File: src/rtl/nchu_pkg.sv
// Shared types, default parameters and saturation helper for the LIF layer scheduler.
package nchu_pkg;

  typedef enum logic [2:0] {
    StIdle,
    StClear,
    StFetch,
    StEmit,
    StDone
  } state_e;

  localparam int unsigned DefW         = 8;
  localparam int          DefThresh    = 2;
  localparam int unsigned DefLeakShift = 1;

  // Clamp a sign-extended value into the signed range of a `width`-bit word (width <= 31).
  function automatic logic signed [31:0] sat_signed(input logic signed [31:0] val,
                                                    input int unsigned        width);
    logic signed [31:0] max_v;
    logic signed [31:0] min_v;
    max_v = (32'sd1 <<< (width - 1)) - 32'sd1;
    min_v = -max_v - 32'sd1;
    if (val > max_v) begin
      return max_v;
    end else if (val < min_v) begin
      return min_v;
    end else begin
      return val;
    end
  endfunction

endpackage

File: src/rtl/neuron_update.sv
// Combinational leaky integrate-and-fire update for one neuron.
module neuron_update
  import nchu_pkg::*;
#(
  parameter int unsigned W          = DefW,
  parameter int          THRESH     = DefThresh,
  parameter int unsigned LEAK_SHIFT = DefLeakShift
) (
  input  logic signed [W-1:0] v_i,
  input  logic signed [W-1:0] in_data_i,
  output logic signed [W-1:0] v_next_o,
  output logic                spike_o
);

  localparam logic signed [W-1:0] ThreshW = W'(THRESH);

  logic signed [W-1:0] leak;
  logic signed [W:0]   sum_wide;
  logic signed [31:0]  sum_sat;
  logic signed [W-1:0] sum;

  // Leak, integrate with one guard bit, saturate, then fire and subtract threshold.
  always_comb begin
    leak     = v_i >>> LEAK_SHIFT;
    sum_wide = {leak[W-1], leak} + {in_data_i[W-1], in_data_i};
    sum_sat  = sat_signed(32'(sum_wide), W);
    sum      = W'(sum_sat);
    spike_o  = (sum >= ThreshW);
    // THRESH > 0 and sum >= THRESH, so the subtraction stays in range.
    v_next_o = spike_o ? (sum - ThreshW) : sum;
  end

endmodule

File: src/rtl/nchu_layer_sched.sv
// Time-multiplexed LIF layer scheduler: one shared update path over N_NEURONS membranes.
module nchu_layer_sched
  import nchu_pkg::*;
#(
  parameter int unsigned N_NEURONS  = 8,
  parameter int unsigned W          = DefW,
  parameter int          THRESH     = DefThresh,
  parameter int unsigned LEAK_SHIFT = DefLeakShift,
  parameter int unsigned T_STEPS    = 16,
  localparam int unsigned IdxW      = (N_NEURONS > 1) ? $clog2(N_NEURONS) : 1,
  localparam int unsigned StepW     = (T_STEPS > 1) ? $clog2(T_STEPS) : 1
) (
  input  logic                 clk_i,
  input  logic                 reset_i,
  input  logic                 start_i,
  input  logic                 in_valid_i,
  output logic                 in_ready_o,
  input  logic signed [W-1:0]  in_data_i,
  output logic [IdxW-1:0]      neuron_idx_o,
  output logic [StepW-1:0]     step_idx_o,
  output logic                 spk_valid_o,
  output logic [N_NEURONS-1:0] spk_vec_o,
  output logic                 busy_o,
  output logic                 done_o
);

  state_e state_q, state_d;

  logic signed [W-1:0] mem_q [N_NEURONS];
  logic signed [W-1:0] mem_d [N_NEURONS];
  logic [N_NEURONS-1:0] acc_q, acc_d;
  logic [N_NEURONS-1:0] spk_vec_q, spk_vec_d;
  logic [IdxW-1:0]      neuron_idx_q, neuron_idx_d;
  logic [StepW-1:0]     step_idx_q, step_idx_d;

  logic                handshake;
  logic                last_neuron;
  logic                last_step;
  logic signed [W-1:0] cur_v;
  logic signed [W-1:0] upd_v;
  logic                upd_spike;

  assign handshake   = in_valid_i & in_ready_o;
  assign last_neuron = (neuron_idx_q == IdxW'(N_NEURONS - 1));
  assign last_step   = (step_idx_q == StepW'(T_STEPS - 1));
  assign cur_v       = mem_q[neuron_idx_q];

  neuron_update #(
    .W         (W),
    .THRESH    (THRESH),
    .LEAK_SHIFT(LEAK_SHIFT)
  ) u_update (
    .v_i      (cur_v),
    .in_data_i(in_data_i),
    .v_next_o (upd_v),
    .spike_o  (upd_spike)
  );

  // FSM state register.
  always_ff @(posedge clk_i) begin
    if (reset_i) begin
      state_q <= StIdle;
    end else begin
      state_q <= state_d;
    end
  end

  // FSM next-state logic.
  always_comb begin
    state_d = state_q;
    unique case (state_q)
      StIdle:  if (start_i) state_d = StClear;
      StClear: state_d = StFetch;
      StFetch: if (handshake && last_neuron) state_d = StEmit;
      StEmit:  state_d = last_step ? StDone : StFetch;
      StDone:  state_d = StIdle;
      default: state_d = StIdle;
    endcase
  end

  // FSM outputs, decoded from state only; spk_vec shows the fresh vector during the strobe.
  always_comb begin
    in_ready_o   = (state_q == StFetch);
    busy_o       = (state_q != StIdle);
    spk_valid_o  = (state_q == StEmit);
    done_o       = (state_q == StDone);
    spk_vec_o    = (state_q == StEmit) ? acc_q : spk_vec_q;
    neuron_idx_o = neuron_idx_q;
    step_idx_o   = step_idx_q;
  end

  // Datapath next-state: membrane write-back, spike accumulation, index counters.
  always_comb begin
    mem_d        = mem_q;
    acc_d        = acc_q;
    spk_vec_d    = spk_vec_q;
    neuron_idx_d = neuron_idx_q;
    step_idx_d   = step_idx_q;
    unique case (state_q)
      StClear: begin
        for (int i = 0; i < int'(N_NEURONS); i++) begin
          mem_d[i] = '0;
        end
        acc_d        = '0;
        spk_vec_d    = '0;
        neuron_idx_d = '0;
        step_idx_d   = '0;
      end
      StFetch: begin
        if (handshake) begin
          mem_d[neuron_idx_q] = upd_v;
          acc_d[neuron_idx_q] = upd_spike;
          neuron_idx_d        = last_neuron ? '0 : neuron_idx_q + 1'b1;
        end
      end
      StEmit: begin
        spk_vec_d = acc_q;
        acc_d     = '0;
        if (!last_step) begin
          step_idx_d = step_idx_q + 1'b1;
        end
      end
      default: ;
    endcase
  end

  // Datapath registers.
  always_ff @(posedge clk_i) begin
    if (reset_i) begin
      for (int i = 0; i < int'(N_NEURONS); i++) begin
        mem_q[i] <= '0;
      end
      acc_q        <= '0;
      spk_vec_q    <= '0;
      neuron_idx_q <= '0;
      step_idx_q   <= '0;
    end else begin
      mem_q        <= mem_d;
      acc_q        <= acc_d;
      spk_vec_q    <= spk_vec_d;
      neuron_idx_q <= neuron_idx_d;
      step_idx_q   <= step_idx_d;
    end
  end

endmodule

File: config.mk
export PLATFORM = sky130hd
export DESIGN_NAME = nchu_layer_sched
export DESIGN_NICKNAME = d
export VERILOG_FILES = /design/src/rtl/nchu_pkg.sv /design/src/rtl/neuron_update.sv /design/src/rtl/nchu_layer_sched.sv
export SDC_FILE = /design/constraint.sdc
export NUM_CORES = 1
export LEC_CHECK = 0
export ABC_AREA = 0
export BUFFER_PORTS_ARGS = -buffer_cell sky130_fd_sc_hd__buf_4
export CORE_ASPECT_RATIO = 0.8
export CORE_MARGIN = 4
export CORE_UTILIZATION = 37
export DETAILED_ROUTE_END_ITERATION = 6
export GPL_TIMING_DRIVEN = 0
export SYNTH_ARGS = -nofsm -noshare
export SYNTH_HDL_FRONTEND = slang
export SYNTH_SLANG_ARGS = --single-unit
File: constraint.sdc
create_clock -name clk_i -period 4.4 [get_ports clk_i]
set_input_delay 0.66 -clock clk_i [delete_from_list [all_inputs] [get_ports clk_i]]
set_output_delay 0.66 -clock clk_i [all_outputs]
set_load 0.01 [all_outputs]
==> qor.txt <==
Status - completed
Layout cell share with drive strength beyond 1 - 21.96%
Routed wirelength normalized by instance count - 19.45 µm
Vias in the first global route - 4171
P&R area growth vs syn - 20.42%
Final Critical Period - 4249 ps
Worst r2r src - neuron_idx_o[1]
GR Util All Layers - 20.33%
Fin nets - 612
Cell taking the most area after synthesis - dfxtp_1
P_leak - 2.109 nW
Starting Density - 37.83%
CP Class - reg2reg
Via count - 4549
Power Total - 0.001768 W
Least-Margin Pin Slew - 1056 ps
Port bufs - 30
Clk slew on worst S/H paths - 70 ps
Final Hold Fails - 0
Hold WS - 457.3 ps
Die height - 107.7 µm
H-tree depth - 3
Site Rows - 36
Clk_skew - 8.846 ps
Syn Area/Cell - 8.599 µm²
Die X - 132.7 µm
Post-route clock period utilization - 96.57%
Via-to-Cell Ratio - 6.114
Largest net degree at the start of global routing - 16
Yosys reg bits - 82
Clock Sink Count - 82
Setup-failing EPs final - 0
Antenna violations before repair - 0
Yosys top cell area share - 35.68%
Top_reg_cell synth - dfxtp_1
WL final - 14.47 mm
Antenna Nets Post-Route - 0
Critical path fanouts, max - 10
DRC viols - 0
RePlAce Congestion - 1.004
DRT iter0 DRCs - 402
Syn Nets - 560
Pwr per Cell Area - 319.0 mW/mm²
Max Buffers Root-to-Sink - 2
Clk_lat worst skew - 350 ps
CP Launch Point - neuron_idx_o[1]
Critical Path Source Type - register
Hold_buf cts - 0
Critical Path Sink Type - register
Syn Std Cell Area - 0.004601 mm²
Worst endpoint required time - 4690 ps
Max rail drop VDD - 234.9 µV
Initial DRT Pass Iterations - 5
Max Slew Vio Count - 0
Crit path DAT - 4540 ps
CTS tree - done
# Max-Cap Violations - 0
Synth warn - 0
Hold path start - spk_vec_q[7]
Ports - 31
Num CTS Buffers - 9
Most common cell in the netlist - dfxtp_1
HPWL after DPL - 10.91 mm
Synth area leaders - dfxtp_1 36%, nand2_1 6.6%, a22o_1 4.8%
First-pass GRT wire length - 22.83 mm
Fmax - 0.2353 GHz
Relative slew slack - 29.09%
Post-Syn Instances - 535
Commonest cells post-synth - 82 x dfxtp_1, 81 x nand2_1, 43 x nor2_1
Unique cell type count in the Yosys netlist - 70
Fill count - 1200
Hold Crit Class - reg2reg
EDFF count, synth - 0
Root Driver - clkbuf_16
Core ar. - 0.01216 mm²
FFs w/ async S/R, synth - 0%
Ant. Diodes - 0
Overflow after GRT - 0
Register area share after synthesis - 35.68%
Die area - 0.01429 mm²
## sequential cells by signal (all words and copies together) (netlist names)
name and cells:
mem_q 56, acc_q 8, spk_vec_q 8, step_idx_o 4
neuron_idx_o 3, state_q 3
## layout by cell type, fill, tap and decap left out, types with 10 or more instances in the layout
cell type,instances
nor3_1,17
nand2_1,81
nor2b_1,10
nand3_1,18
dfxtp_1,80
clkbuf_1,14
a21oi_1,36
nor2_1,43
buf_4,44
a22o_1,25
o21ai_0,24
clkbuf_16,10
## per-stage QoR
stage | setup TNS [ps] | utilization (%) | cell area (µm²) | std cells | setup slack (ps)
finish | 0 | 45.56 | 5540 | 744 | 150.8
global placement | -22640 | 41.32 | 5025 | 717 | -812.2
detailed placement | -28850 | 41.32 | 5025 | 717 | -989.1
CTS | 0 | 44.62 | 5426 | 735 | 7.085
floorplan | 0 | - | 4609 | 535 | 8.780
global route | -3.912 | 45.56 | 5540 | 744 | -3.912
## timing repair
| action | in CTS | in global routing |
|---|---|---|
| resized for setup | 31 | 15 |
| setup endpoints to repair | 58 | 31 |
| buffers inserted | 2 | 9 |
| pin swaps | 1 | 7 |
| hold endpoints to repair | 0 | 0 |
## worst max-delay path: stages, from the launching register on
cell       delay (ps)
dfxtp_2           350
clkbuf_8          170
clkbuf_16         170
mux4_2            550
mux2_2            290
ha_2              210
fa_2              380
a21oi_2           180
o21a_1            170
a32o_2            290
buf_8             160
nand2_1            70
o21ai_1           100
ha_2              220
nand3_2           120
or3_4             410
nand3_4           150
a22o_1            160
## final cells by class
class | instances | area [µm²] | area share (%)
clock buffers | 10 | 229.0 | 4.133
multi-input cells | 418 | 2883 | 52.03
inverters | 5 | 22.52 | 0.4065
well taps | 152 | 190.2 | 3.433
flip-flops and latches | 82 | 1644 | 29.67
plain buffers | 30 | 216.5 | 3.907
repair buffers | 41 | 307.8 | 5.556
clock inverters | 6 | 47.55 | 0.8582
## final timing paths
check             depth (start not counted)           end  slack (ps)
hold reg to reg                           2  spk_vec_q[7]         460
setup / recovery                         17      mem_q[5]         150
hold / removal                            2  spk_vec_q[7]         460
setup reg to reg                         17      mem_q[5]         150
## logic make-up after synthesis
family | synth area share, %
AO/OA/AOI/OAI | 29.29
XOR/XNOR | 1.442
adder cells (fa/ha/maj) | 3.943
buffers and inverters | 3.263
flip-flops | 35.68
multiplexers | 6.500
AND/OR/NAND/NOR | 19.88
## routing by layer
metal	up-vias	global-route usage, %	wire [µm]
li1	2119	-	-
met1	2242	28.82	6965
met2	174	29.75	6167
met3	14	6.822	1167
met4	0	4.896	172
met5	-	0	0
## power breakdown
group          switching (W)  internal (W)  total (W)
Sequential        0.00000280      0.000746   0.000749
Combinational       0.000202     0.0000986   0.000300
Clock               0.000329      0.000390   0.000719
Total               0.000533       0.00123    0.00177
(Power assumes the default switching activity.)
